## config.mk

```make
export PLATFORM = sky130hd
export DESIGN_NAME = store_buffer
export DESIGN_NICKNAME = d
export VERILOG_FILES = /design/src/rtl/store_buffer_pkg.sv /design/src/rtl/sb_fifo_ctrl.sv /design/src/rtl/store_buffer.sv
export SDC_FILE = /design/constraint.sdc
export NUM_CORES = 1
export LEC_CHECK = 0
export CAP_MARGIN = 10
export CORE_ASPECT_RATIO = 1.25
export CORE_MARGIN = 5
export CORE_UTILIZATION = 45
export DETAILED_ROUTE_END_ITERATION = 16
export HOLD_SLACK_MARGIN = 0.08
export PLACE_DENSITY = 0.67
export SYNTH_ARGS = -nofsm -noshare
export SYNTH_HDL_FRONTEND = slang
export SYNTH_SLANG_ARGS = --single-unit
```

## constraint.sdc

```tcl
create_clock -name clk -period 6.32 [get_ports clk]
set_input_delay 0.948 -clock clk [delete_from_list [all_inputs] [get_ports clk]]
set_output_delay 0.948 -clock clk [all_outputs]
set_load 0.01 [all_outputs]
```

## src/rtl/store_buffer_pkg.sv

```systemverilog
// Shared types and sizing for the posted-write store buffer.
// One entry holds a word address, lane-aligned data, byte enables and the issuing PC.
package store_buffer_pkg;

    localparam int SB_DEPTH  = 4;
    localparam int SB_PTR_W  = 2;
    localparam int SB_ADDR_W = 30;
    localparam int SB_DATA_W = 32;
    localparam int SB_BE_W   = 4;
    localparam int SB_PC_W   = 32;

    typedef struct packed {
        logic [SB_ADDR_W-1:0] addr;
        logic [SB_DATA_W-1:0] data;
        logic [SB_BE_W-1:0]   be;
        logic [SB_PC_W-1:0]   pc;
    } sb_entry_t;

    // The data memory is 1024 words, so only the word index takes part in a match.
    function automatic logic word_match(input logic [9:0] a_idx, input logic [9:0] b_idx);
        return a_idx == b_idx;
    endfunction

endpackage

```

## src/rtl/sb_fifo_ctrl.sv

```systemverilog
// Circular-queue bookkeeping for the store buffer: head/tail/count, push/pop/stall decisions.
// Zero-latency decisions, state moves on the edge; a full queue still accepts a push when it pops.
module sb_fifo_ctrl
    import store_buffer_pkg::*;
#(
    parameter int DEPTH = SB_DEPTH,
    parameter int PTR_W = SB_PTR_W
) (
    input  logic             clk,
    input  logic             reset,
    input  logic             push_req,
    input  logic             drain_en,
    output logic             push,
    output logic             pop,
    output logic             stall,
    output logic             empty,
    output logic [PTR_W-1:0] head,
    output logic [PTR_W-1:0] tail
);

    localparam logic [PTR_W:0] FULL_CNT = (PTR_W+1)'(DEPTH);

    logic [PTR_W:0] count;
    logic           full;

    assign empty = (count == '0);
    assign full  = (count == FULL_CNT);
    // Reset must never let a write escape to memory in the reset cycle.
    assign pop   = !empty && drain_en && !reset;
    assign push  = push_req && (!full || pop);
    assign stall = push_req && full && !pop;

    always_ff @(posedge clk) begin
        if (reset) begin
            head  <= '0;
            tail  <= '0;
            count <= '0;
        end else begin
            if (push) tail <= tail + 1'b1;
            if (pop)  head <= head + 1'b1;
            if (push && !pop)
                count <= count + 1'b1;
            else if (pop && !push)
                count <= count - 1'b1;
        end
    end

endmodule

```

## src/rtl/store_buffer.sv

```systemverilog
// Posted-write buffer in front of the data memory; loads see pending stores merged per byte lane.
// Store accepted in 1 cycle, visible on dm_* the next cycle; cpu_stall holds the CPU while full without a drain.
module store_buffer
    import store_buffer_pkg::*;
#(
    parameter int DEPTH = SB_DEPTH,
    parameter int PTR_W = SB_PTR_W
) (
    input  logic        clk,
    input  logic        reset,
    input  logic        cpu_we,
    input  logic        cpu_re,
    input  logic [31:0] cpu_addr,
    input  logic [31:0] cpu_wdata,
    input  logic [3:0]  cpu_be,
    input  logic [31:0] cpu_pc,
    output logic [31:0] cpu_rdata,
    output logic        cpu_stall,
    input  logic        drain_en,
    output logic        dm_we,
    output logic [31:0] dm_addr,
    output logic [31:0] dm_wdata,
    output logic [3:0]  dm_be,
    output logic [31:0] dm_pc,
    input  logic [31:0] dm_rdata,
    output logic        sb_empty
);

    logic             push;
    logic             pop;
    logic             stall;
    logic             empty;
    logic [PTR_W-1:0] head;
    logic [PTR_W-1:0] tail;

    sb_entry_t        ent_q [DEPTH];
    logic [DEPTH-1:0] vld_q;

    logic             unused_addr_lsb;
    assign unused_addr_lsb = ^cpu_addr[1:0];

    sb_fifo_ctrl #(.DEPTH(DEPTH), .PTR_W(PTR_W)) u_ctrl (
        .clk      (clk),
        .reset    (reset),
        .push_req (cpu_we),
        .drain_en (drain_en),
        .push     (push),
        .pop      (pop),
        .stall    (stall),
        .empty    (empty),
        .head     (head),
        .tail     (tail)
    );

    // Clear before set: when full, the slot being popped is the one being refilled.
    always_ff @(posedge clk) begin
        if (reset) begin
            vld_q <= '0;
        end else begin
            if (pop)  vld_q[head] <= 1'b0;
            if (push) vld_q[tail] <= 1'b1;
        end
    end

    always_ff @(posedge clk) begin
        if (push && !reset) begin
            ent_q[tail] <= '{addr: cpu_addr[31:2], data: cpu_wdata, be: cpu_be, pc: cpu_pc};
        end
    end

    assign dm_we     = pop;
    assign dm_addr   = {ent_q[head].addr, 2'b00};
    assign dm_wdata  = ent_q[head].data;
    assign dm_be     = ent_q[head].be;
    assign dm_pc     = ent_q[head].pc;
    assign cpu_stall = stall;
    assign sb_empty  = empty;

    // Walk oldest to newest so the newest matching store wins each lane.
    logic [PTR_W-1:0] idx;
    always_comb begin
        cpu_rdata = dm_rdata;
        idx       = '0;
        for (int i = 0; i < DEPTH; i++) begin
            idx = head + PTR_W'(i);
            if (vld_q[idx] && word_match(ent_q[idx].addr[9:0], cpu_addr[11:2])) begin
                for (int k = 0; k < 4; k++) begin
                    if (ent_q[idx].be[k]) cpu_rdata[8*k +: 8] = ent_q[idx].data[8*k +: 8];
                end
            end
        end
    end

    a_no_we_re: assert property (@(posedge clk) disable iff (reset) !(cpu_we && cpu_re))
        else $error("store_buffer: cpu_we and cpu_re asserted in the same cycle");

endmodule

```

Word level (Yosys, flattened, before mapping)
Memory sizes are Yosys's and may differ from the RTL's. A register that Yosys moved wholly into a read port is not among the register bits.
Cells that the tools add are included.
{ "classes": {"addsub": 6, "eq_ne": 5, "n_mux": 41, "bitwise": 3, "n_lt_le_gt_ge": 7, "n_reduce_logical": 22} }
{ "op_table": {"columns": ["op", "count"], "rows": [
  ["32-bit two-way mux", 4],
  ["8-bit two-way mux", 16],
  ["10-bit == test", 4],
  ["2-bit by 3-bit less-than comparator with 1-bit output (second input constant)", 5],
  ["1-bit logical AND", 14],
  ["4-bit two-way mux", 3],
  ["1-bit binary-select mux with 2-bit select", 4],
  ["1-bit two-way mux", 8],
  ["3-bit two-way mux", 2],
  ["1-bit logical NOT", 5],
  ["2-bit by 1-bit adder with 2-bit output (second input constant)", 2],
  ["2-bit adder (second input constant)", 2],
  ["4-bit AND", 1],
  ["1-bit demux with 2-bit select", 2],
  ["2-bit by 1-bit greater-or-equal comparator with 1-bit output (second input constant)", 2],
  ["2-bit two-way mux", 2],
  ["4-bit NOT", 1],
  ["4-bit bitwise OR", 1],
  ["3-bit by 1-bit adder with 3-bit output (second input constant)", 1],
  ["3-bit == test (second input constant)", 1],
  ["3-bit logical NOT", 1],
  ["3-bit by 1-bit subtractor with 3-bit output (second input constant)", 1],
  ["2-bit nonzero test", 1],
  ["1-bit logical OR", 1]
]} }
{ "totals": {"mem_bits_rw": 392, "memories": 1, "reg_bits": 11, "wordCells": 89, "out_inout_bits": 135} }
{ "memory_table": {"columns": ["name", "words", "word_bits", "read_ports", "rd_ports_with_merged_regs", "wr", "line_no", "text"], "rows": [
  ["ent_q", 4, 98, 4, 1, 1, "store_buffer.sv:36", "sb_entry_t ent_q [DEPTH];"]
]} }

Depth between registers and ports, before layout
Gate-level depths: netlist of the first run.
{ "depth": {"word_depth": 10, "ltp_mapped": 20, "ltp_nobuf": 10} }

Hierarchy
From an unflattened synthesis of the first run, not the netlist that was laid out.
{ "unflattened": {"hier_cells": 1427, "hier_area_um2": 20927.6} }
{ "by_module_without_submodules": {"columns": ["mod", "area_each_um2", "cells_each", "n_inst", "seq_area_each_um2"], "rows": [
  ["store_buffer", 20474.6, 1375, 1, 11851.4],
  ["sb_fifo_ctrl", 452.9, 52, 1, 140.1]
]} }

Worst setup path before layout of the first run
Ideal clock, no wire load.
{ "synth_timing": {"path_type": "register to output", "startpoint": "register u_ctrl.head[0]", "endpoint": "output cpu_rdata[0]", "stages_incl_launch_ff": 20, "t_required_ns": 5.372, "path_slack_ns": 1.146, "arrival_time_ns": 4.226, "cell_sequence": "dfxtp_1 > buf_2 > buf_4 > inv_1 > buf_1 > clkbuf_1 > clkbuf_1 > ha_1 > buf_2 > buf_6 > buf_6 > buf_2 > mux2i_1 > nor2_1 > nor4_1 > o21ai_0 > nor4_4 > nand2_2 > buf_2 > a31oi_1"} }
{ "synth_between": {"word_cells_on_any_way": 26, "classes_between": "3 x add/sub; 3 x eq/ne; 15 x mux; 4 x reduce/logical; 1 x memory"} }
{ "synth_lines": {"columns": ["element", "line_no", "text"], "rows": [
  ["start, declared", "sb_fifo_ctrl.sv:17", "output logic [PTR_W-1:0] head,"],
  ["start signal, assigned", "sb_fifo_ctrl.sv:40", "if (pop) head <= head + 1'b1;"],
  ["2-bit adder (*)", "store_buffer.sv:85", "idx = head + PTR_W'(i);"],
  ["net idx[0]", "store_buffer.sv:80", "logic [PTR_W-1:0] idx;"],
  ["memory 4 x 98 bit or 1-bit binary-select mux with 2-bit select (tied branches)", null, null],
  ["10-bit == test or 1-bit two-way mux (tied branches)", "store_buffer_pkg.sv:21, store_buffer.sv:86", null],
  ["1-bit logical AND", "store_buffer.sv:86", "if (vld_q[idx] && word_match(ent_q[idx].addr[9:0], cpu_addr[11:2])) begin"],
  ["32-bit two-way mux (*)", "store_buffer.sv:86", null],
  ["end, declared", "store_buffer.sv:17", "output logic [31:0] cpu_rdata,"]
]} }
The timed path passes the listed nets; every way through them passes the cells marked *. The select of a mux whose other input is x is not followed.

Worst setup path after layout of the first run
{ "layout_timing": {"startpoint": "register u_ctrl.head[0]", "endpoint": "output cpu_rdata[21]"} }
{ "layout_between": {"elab_chain_len": 10, "word_cells_on_any_way": 26, "classes_between": "3 x add/sub; 3 x eq/ne; 15 x mux; 4 x reduce/logical; 1 x memory"} }
{ "layout_rtl": {"columns": ["element", "line_no"], "rows": [
  ["branches (longest 9 deep; another with memory 4 x 98 bit)", null],
  ["32-bit two-way mux (*)", "store_buffer.sv:86"]
]} }
Mark *: on every way between the ends. The select of a mux whose other input is x is not followed.

==> results.md, run 1 <==
* Peak Freq at 165.7 MHz
* Final std cells w/o fill at 2,160
* Leading register cell type out of synthesis: edfxtp_1
* Final Hold Fails at 0
* Clock buffer depth at 3
* Sum Neg Setup Slack at 0 ns
* Top-count cell post-synth: edfxtp_1
* RR Startpoint: u_ctrl.count[0]
* Library cells used by synthesis at 55
* Pre-CTS WS at 0.5439 ns
* Slew Viols, Final at 0
* Via count at 13.05k
* Io pins at 272
* Startpoint Class: register
* Leakage at 8.039 nW
* TritonCTS clock tree: yes
* Detail Route Antenna Nets at 0
* Status: finished clean
* Worst Path Max Fanout at 15
* CP bufs+invs at 3
* Placed cell count at 2,077
* Synth-to-Final Area Change at 22.57%
* Vias in the first global route at 13.63k
* Num CTS Buffers at 42
* Levels on crit path at 12
* Slowest cell on crit path: clkdlybuf4s50_1
* Final setup viols at 0
* Max cap viols at 0
* Clock Sink Count at 405
* Synth warnings at 0
* FF+latch count, synth at 405
* Peak VDD IR at 0.0002439 V
* H-tree levels at 2
* DR pass1 iterations at 5
* PD cells at 339.2 mW/mm^2
* Largest net degree at the start of global routing at 86
* Reg2reg end: ent_q[3][93]
* Cells along the critical path: inv_1, ha_4, mux4_2, xor2_1, nor4_1, o21ai_1, nor2_2, buf_4, and3_2, o211ai_1, a31oi_1, clkdlybuf4s50_1
* Mean Syn Cell Area at 16.30 sq um
* DRT Wirelength at 54.76 mm
* Core area at 0.04613 sq mm
* Hold Path Class: reg2reg
* Overflow after GRT at 0
* Min-Delay Startpoint: u_ctrl.head[1]
* CP Capture Type: primary output
* Seq/Total Area, Yosys at 0.5748
* R2R cell count at 6
* Setup ws final at 0.2862 ns
* Largest area contributor in the netlist: edfxtp_1
* Ys async rst share at 0
* WP data required at 5.37 ns
* Cell family with the largest share of critical-path delay: simple AND/OR/NAND/NOR gates
* Unrepaired setup endpoints after global routing: no
* Area of the mapped netlist at 0.02093 sq mm
* Rows at 88
* Crit path launch: u_ctrl.head[0]
* Worst path arrival time at 5.09 ns
* Remaining DRCs at 0
* Layout cells sized above 1 at 0.2102
* Worst skew pair latency at 0.54 ns
* Die area at 0.05095 sq mm
* Post-DP HPWL at 35.57 mm
* Die height at 251.1 microns
* Initial core utilization at 0.4537
* Final period util at 0.9547
* Worst setup path endpoint: cpu_rdata[21]
* Commonest cells in the netlist: edfxtp_1, mux4_2, nor2b_1
* Rel. slew slack at 0.2508
* Initial antenna violation count at 8
* CTS root buffer: clkbuf_16
* Reg2reg setup slack at 3.52 ns
* DR iter-0 viols at 911
* Yosys top cell area share at 0.5624
* Final Critical Period at 6.034 ns
* Top area cells in the synthesized netlist: edfxtp_1, mux4_2, mux2i_1
* Routed WL per cell at 25.35 microns
* Gp weighted congestion at 0.8339
* Clk pin slew, worst setup/hold paths at 0.06 ns
* Crit-path max cell delay at 0.60 ns
* PortBufs at 266
* Number of synthesized flops with an enable pin at 392
* Fin nets at 1,684
* Cells after synthesis at 1,284
* Clock Skews at 0.009956 ns
* Worst Tran Pin Value at 1.124 ns
* Tot GR Track Use at 0.2106
* Crit path kind: reg2out
* Core Util, Final at 0.5561
* First-pass GRT wire length at 82.86 mm
* DR vias/cell at 6.042
* Die X at 202.9 microns
[flip-flops by register name, summed over array words and instances, names as in the netlist, named ones only]
register and flops:
ent_q 392, vld_q 4, u_ctrl.head 2, u_ctrl.count 3
u_ctrl.tail 2
[metrics by stage]
step / hold WS, ns / total power [mW] / instance area, sq um
6_report: 0.5062 / 8.702 / 25660
5_1_grt: 0.5379 / 9.115 / 25650
4_1_cts: 0.5116 / 8.786 / 25630
3_5_place_dp: 0.5025 / 6.307 / 24240
3_3_place_gp: 0.4891 / 6.267 / 24240
2_1_floorplan: 0.4786 / 5.251 / 20940
[worst min-delay path, delay by kind of cell (launching register included)]
| kind | cells | cell delay [ns] |
|---|---|---|
| AO/OA/AOI/OAI | 1 | 0.07 |
| flip-flops | 1 | 0.34 |
| AND/OR/NAND/NOR | 1 | 0.06 |
[where the power goes]
part | internal [mW] | switching (mW) | leakage (nW)
Combinational | 1.51 | 1.47 | 3.70
Clock | 1.44 | 1.01 | 0.674
Sequential | 3.12 | 0.137 | 3.67
[cell families (layout without fill, tap and decap cells)]
| family | count (synthesis) | in the layout | synth area share |
|---|---|---|---|
| AOI/OAI and AO/OA | 188 | 188 | 0.06880 |
| muxes | 269 | 269 | 0.2400 |
| xor gates and xnor gates | 56 | 56 | 0.02343 |
| buffers and inverters | 111 | 396 | 0.02475 |
| and+or+nand+nor | 244 | 244 | 0.06169 |
| adders and majority gates | 10 | 10 | 0.006336 |
| other | 1 | 7 | 0.0001792 |
| DFF | 405 | 405 | 0.5748 |
[layout make-up]
class                      count  area, sq um
antenna                        5        12.51
inverter                      13        48.80
tap                          585        732.0
sequential                   405        12040
multi-input combinational    769         8409
timing repair buffer         306         3024
clock inverter                18        197.7
clock buffer                  59         1187
fill                        3603        20480
[worst min path at each step]
stage | depth (start not counted) | slack [ns] | to
4_1_cts | 2 | 0.51 | register
3_5_place_dp | 2 | 0.50 | register
5_1_grt | 2 | 0.54 | register
6_report | 2 | 0.51 | register
3_3_place_gp | 2 | 0.49 | register
2_1_floorplan | 2 | 0.48 | u_ctrl.count[2]
[cell usage in the layout (no fill, tap or decap), types with 8 or more instances in the layout]
cell type / instances
a211o_1: 19
nand2_1: 50
nand3_1: 21
clkdlybuf4s50_1: 266
mux2i_1: 67
buf_4: 34
mux4_2: 179
dfxtp_1: 9
o211ai_1: 13
inv_1: 12
xor2_1: 26
xnor2_1: 30
a21oi_1: 12
a2111oi_0: 49
nor2_1: 51
ha_1: 8
edfxtp_1: 392
clkbuf_16: 44
mux2_4: 16
a31oi_1: 34
clkbuf_1: 12
o21ai_0: 39
and3_1: 19
nor2b_1: 70
[repair_timing]
item,4_1_cts,5_1_grt
setup endpoints to repair,3,19
pin swaps,0,1
hold buffers,0,0
resized for setup,2,0
setup buffers,0,1
[per-layer routing]
metal | global-route usage | vias to the layer above | share of wire
li1 | - | 5807 | -
met5 | 0 | - | 0.00091
met3 | 0.07031 | 94 | 0.090
met2 | 0.3582 | 458 | 0.50
met1 | 0.2608 | 6683 | 0.39
met4 | 0.05531 | 8 | 0.023
No activity file was read; power rests on OpenSTA's default activity.
==> run 2, diff against run 1 <==
- CORE_ASPECT_RATIO: 1.25 -> 2
- CORE_UTILIZATION: 45 -> 56
- PLACE_DENSITY: 0.67 -> 0.81
==> results.md, run 2 (same netlist as run 1, synthesis figures left out) <==
* Worst Tran Pin Value at 0.9725 ns (-0.1512 ns)
* R2R cell count at 5 (-1)
* Vias in the first global route at 13.86k (+1.7%)
* Startpoint Class: register
* Clock Sink Count at 405 (unchanged)
* Clock Skews at 0.01214 ns (+0.002189 ns)
* Biggest register: ent_q
* Core area at 0.03716 sq mm (-19%)
* Most common cell after layout, fill and taps aside: edfxtp_1
* Pre-CTS WS at 0.5290 ns (-0.01497 ns)
* Layout cells sized above 1 at 0.2054 (-0.004782)
* Most frequent cells in the layout: edfxtp_1, clkdlybuf4s50_1, mux4_2, nor2b_1, mux2i_1
* Final period util at 0.9623 (+0.007578)
* # fillers at 2,503 (-31%)
* Hold path depth at 2 (unchanged)
* Worst skew pair latency at 0.54 ns (about the same)
* Max reg flops at 392 (unchanged)
* Final Critical Period at 6.082 ns (+0.04789 ns)
* Synth-to-Final Area Change at 20.50%
* Slew Viols, Final at 0 (unchanged)
* Leakage at 7.896 nW (-1.8%)
* Worst Path Max Fanout at 20 (+5)
* Rel. slew slack at 0.3331 (+0.08228)
* Initial antenna violation count at 5 (-3)
* CTS root buffer: clkbuf_16
* Final setup viols at 0 (unchanged)
* Setup ws final at 0.2383 ns (-0.04789 ns)
* Status: finished clean
* Overflow after GRT at 0 (unchanged)
* Post-cts hold buffer count at 0 (unchanged)
* PortBufs at 266 (unchanged)
* Peak Freq at 164.4 MHz (-0.79%)
* Reg2reg setup slack at 3.14 ns (-0.38 ns)
* Min-Delay Startpoint: u_ctrl.count[2]
* DR vias/cell at 6.591 (+9.1%)
* Tot GR Track Use at 0.2549 (+0.04425)
* Rows at 100 (+14%)
* Worst hold slack at 0.5636 ns (+0.05732 ns)
* Die area at 0.04158 sq mm (-18%)
* WP data required at 5.37 ns (about the same)
* Initial core utilization at 0.5633 (+0.1096)
* Gp weighted congestion at 0.9071 (+8.8%)
* Final Hold Fails at 0 (unchanged)
* TritonCTS clock tree: yes
* PD cells at 330.6 mW/mm^2 (-2.5%)
* Fin nets at 1,675 (-0.53%)
* Clk pin slew, worst setup/hold paths at 0.07 ns (about the same)
* Hold Path Class: reg2reg
* Largest registers: ent_q x392, vld_q x4, u_ctrl.count x3
* DR iter-0 viols at 769 (-16%)
* Num CTS Buffers at 35 (-17%)
* Clock buffer depth at 3 (unchanged)
* Worst path arrival time at 5.13 ns (+0.04 ns)
* DRT Wirelength at 53.79 mm (-1.8%)
* Crit path kind: reg2out
* RR Startpoint: u_ctrl.count[0]
* Post-DP HPWL at 35.21 mm (-1.0%)
* Detail Route Antenna Nets at 0 (unchanged)
* Die height at 283.4 microns (+13%)
* Hold endpoint: u_ctrl.count[2]
* CP Capture Type: primary output
* Placed cell area at 0.02402 sq mm (-0.89%)
* First-pass GRT wire length at 82.06 mm (-0.96%)
* Largest net degree at the start of global routing at 103 (+20%)
* Area of the multi-input gates at 0.008419 sq mm (+0.12%)
* Io pins at 272 (unchanged)
* Register area at 0.01204 sq mm (unchanged)
* Peak VDD IR at 0.0003297 V (+35%)
* H-tree levels at 2 (unchanged)
* Unrepaired setup endpoints after global routing: no
* Routed WL per cell at 26.65 microns (+5.1%)
* Max cap viols at 0 (unchanged)
* DR pass1 iterations at 8 (+3)
* Total power at 8.338 mW (-4.2%)
* Post-route cell area at 0.02522 sq mm (-1.7%)
* Sum Neg Setup Slack at 0 ns (unchanged)
* Remaining DRCs at 0 (unchanged)
* Via count at 13.30k (+1.9%)
* Die X at 146.7 microns (-28%)
* Reg2reg end: ent_q[2][18]
==> run 2: area by class of cell <==
type	instances	area share
inverters	13	0.001935
flip-flops and latches	405	0.4775
diodes	6	0.0005953
well taps	459	0.02277
clock buffers	40	0.03631
multi-input cells	769	0.3338
clock inverters	22	0.007094
repair buffers	304	0.1200
==> run 2: worst max-delay path by stage <==
stage,startpoint,to,slack (ns)
final,u_ctrl.head[0],cpu_rdata[22],0.24
after global routing,u_ctrl.head[0],cpu_rdata[18],0.02
after CTS,u_ctrl.head[0],cpu_rdata[26],0.1
after detailed placement,u_ctrl.head[0],cpu_rdata[15],0.53
after global placement,u_ctrl.head[0],cpu_rdata[14],0.61
after floorplan,u_ctrl.head[0],cpu_rdata[0],1.15
==> run 2: metrics by stage <==
| step | instances | utilization |
|---|---|---|
| after floorplan | 1285 | - |
| after global placement | 1945 | 0.6465 |
| after detailed placement | 1945 | 0.6465 |
| after CTS | 2010 | 0.6770 |
| after global routing | 2017 | 0.6787 |
| final | 2018 | 0.6787 |
==> run 2: power by group <==
group	total, mW	internal, mW	leakage [nW]	switching, mW
Sequential	3.27	3.12	3.67	0.143
Clock	2.07	1.13	0.533	0.934
Combinational	3.01	1.52	3.70	1.49
==> run 2: layer usage <==
layer	vias up	GRT usage	wire length [microns]
li1	5790	-	-
met1	6756	0.2839	18090
met2	599	0.4634	29270
met3	156	0.03995	3284
met4	0	0.1361	3143
met5	-	0	0
==> run 2: critical path: stages (launching register included) <==
cell and delay, ns:
dfxtp_4 0.49, inv_1 0.13, ha_4 0.52, buf_4 0.41
mux2i_1 0.28, nor2_1 0.06, o41ai_1 0.36, o211ai_1 0.39
nor2_2 0.30, buf_4 0.32, and3_1 0.42, o211ai_1 0.15
a31oi_1 0.20, clkdlybuf4s50_1 0.57
==> run 2: what timing repair did <==
action,4_1_cts,5_1_grt
pin swaps,2,1
resized for setup,2,1
setup buffers,3,1
setup endpoints to repair,5,16
==> run 3, diff against run 2 <==
- CORE_UTILIZATION: 56 -> 51
- MAX_ROUTING_LAYER: default -> met4
- PLACE_DENSITY: 0.81 -> 0.78
- REMOVE_ABC_BUFFERS: default -> 1
- clock period: 6.32 -> 5.1 ns (I/O delays scaled with it)
==> results.md, run 3 (same netlist as run 1, synthesis figures left out) <==
* Sw frac at 0.3011 (-0.006649)
* Layout cells sized above 1 at 0.2292 (+0.02377)
* Sum Neg Setup Slack at 0 ns (unchanged)
* Largest registers: ent_q x392, vld_q x4, u_ctrl.count x3
* Worst skew pair latency at 0.53 ns (about the same)
* PD cells at 413.8 mW/mm^2 (+25%)
* Core area at 0.04086 sq mm (+9.9%)
* Largest net degree at the start of global routing at 77 (-25%)
* H-tree levels at 2 (unchanged)
* Gp weighted congestion at 0.8451 (-6.8%)
* Overflow after GRT at 0 (unchanged)
* Clock Skews at 0.01258 ns (+0.0004353 ns)
* Synth-to-Final Area Change at 23.78%
* Peak VDD IR at 0.0003571 V (+8.3%)
* Clk pin slew, worst setup/hold paths at 0.07 ns (about the same)
* Final Critical Period at 5.041 ns
* Clock Sink Count at 405 (unchanged)
* Clk network pwr share at 0.255 (+0.007)
* Via count at 13.41k (+0.81%)
* Die area at 0.04544 sq mm (+9.3%)
* Crit path launch: u_ctrl.head[1]
* Biggest register: ent_q
* Final Hold Fails at 0 (unchanged)
* DR pass1 iterations at 7 (-1)
* Peak Freq at 198.4 MHz
* Initial core utilization at 0.5123 (-0.05097)
* Rows at 105 (+5.0%)
* Rel. slew slack at 0.4156 (+0.08250)
* Crit path kind: reg2out
* DRT Wirelength at 54.37 mm (+1.1%)
* Detail Route Antenna Nets at 0 (unchanged)
* Most common cell after layout, fill and taps aside: edfxtp_1
* Routed WL per cell at 25.42 microns (-4.6%)
* Die X at 153.3 microns (+4.5%)
* Clock buffer depth at 3 (unchanged)
* Slew Viols, Final at 0 (unchanged)
* Sequential Power Share at 0.372 (-0.020)
* Hold Path Class: reg2reg
* Min-Delay Startpoint: u_ctrl.count[2]
* Max reg flops at 392 (unchanged)
* Tot GR Track Use at 0.2401 (-0.01478)
* DR iter-0 viols at 965 (+25%)
* Io pins at 272 (unchanged)
* Net Sw Power at 3.228 mW (+26%)
* First-pass GRT wire length at 81.39 mm (-0.82%)
* Internal Power at 7.493 mW (+30%)
* TritonCTS clock tree: yes
* DR vias/cell at 6.269 (-4.9%)
* Total power at 10.72 mW (+29%)
* RR Startpoint: u_ctrl.count[0]
* Final period util at 0.9884
* Remaining DRCs at 0 (unchanged)
* Most frequent cells in the layout: edfxtp_1, clkdlybuf4s50_1, mux4_2, nor2b_1, mux2i_1
* Die height at 296.5 microns (+4.6%)
* Final setup viols at 0 (unchanged)
* Post-DP HPWL at 36.34 mm (+3.2%)
* CTS root buffer: clkbuf_16
* Worst Tran Pin Value at 0.8766 ns (-0.09593 ns)
* Worst path arrival time at 4.28 ns (-0.85 ns)
* Startpoint Class: register
* Leakage at 8.301 nW (+5.1%)
* Post-cts hold buffer count at 0 (unchanged)
* Fin nets at 1,719 (+2.6%)
* Max cap viols at 0 (unchanged)
* Vias in the first global route at 13.99k (+0.92%)
* PortBufs at 266 (unchanged)
* Worst Path Max Fanout at 8 (-60%)
* CP Capture Type: primary output
* Initial antenna violation count at 7 (+2)
* WP data required at 4.34 ns (-1.03 ns)
* Num CTS Buffers at 35 (unchanged)
* Comb power frac at 0.373 (+0.012)
* Status: finished clean
[run 3: power by group through the flow]
stage                     sequential, mW  combinational [mW]  clock [mW]
final                               3.99                4.00        2.73
after global routing                4.01                4.24        2.93
after CTS                           4.00                3.95        2.80
after detailed placement            4.08                3.75           0
after global placement              4.06                3.70           0
after floorplan                     4.32                2.39           0
[run 3: metal layers]
metal,up-vias,track usage,wire length (microns)
li1,5866,-,-
met1,6810,0.2586,18430
met2,596,0.4302,29480
met3,137,0.04688,3874
met4,0,0.1046,2585
met5,-,-,0
[run 3: timing repair]
action / 4_1_cts / 5_1_grt
gates resized for setup: 17 / 20
pin swaps: 3 / 5
hold endpoints to repair: 0 / 0
endpoints found under the setup margin: 32 / 23
cloned: 2 / 1
setup buffers: 6 / 6
[run 3: path summary, 6_finish.rpt]
kind / to / slack, ns / depth (start not counted)
min: u_ctrl.count[2] / 0.54 / 2
max: cpu_rdata[17] / 0.06 / 13
max reg2reg: ent_q[2][89] / 2.47 / 6
min reg2reg: u_ctrl.count[2] / 0.54 / 2
[run 3: metrics by stage]
step           std cells  setup slack, ns  instance area, sq um    util  hold WS (ns)
5_1_grt             2139         -0.02658                 25910  0.6341        0.5690
6_report            2139          0.05904                 25910  0.6341        0.5394
3_5_place_dp        2055           0.2067                 24420  0.5978        0.5282
3_3_place_gp        2055           0.1843                 24420  0.5978        0.5031
4_1_cts             2125         0.009316                 25750  0.6302        0.5375
2_1_floorplan       1187           -8.851                 20470       -        0.4786
[run 3: cell type report]
type	instances	area, sq um
well taps	535	669.4
repair buffers	348	3496
fillers	2852	14950
inverters	13	48.80
clock buffers	42	902.1
diodes	7	17.52
clock inverters	20	266.5
multi-input cells	769	8464
flip-flops and latches	405	12040
[run 3: worst max-delay path, cell delays in order (launching register included)]
cell             delay [ns]
dfxtp_2                0.34
inv_1                  0.08
ha_4                   0.34
buf_4                  0.14
mux4_2                 0.49
xor2_1                 0.17
nor4_2                 0.44
o21ai_2                0.19
nor2_4                 0.19
and3_1                 0.18
buf_4                  0.18
o211ai_1               0.11
a31oi_1                0.30
clkdlybuf4s50_1        0.60
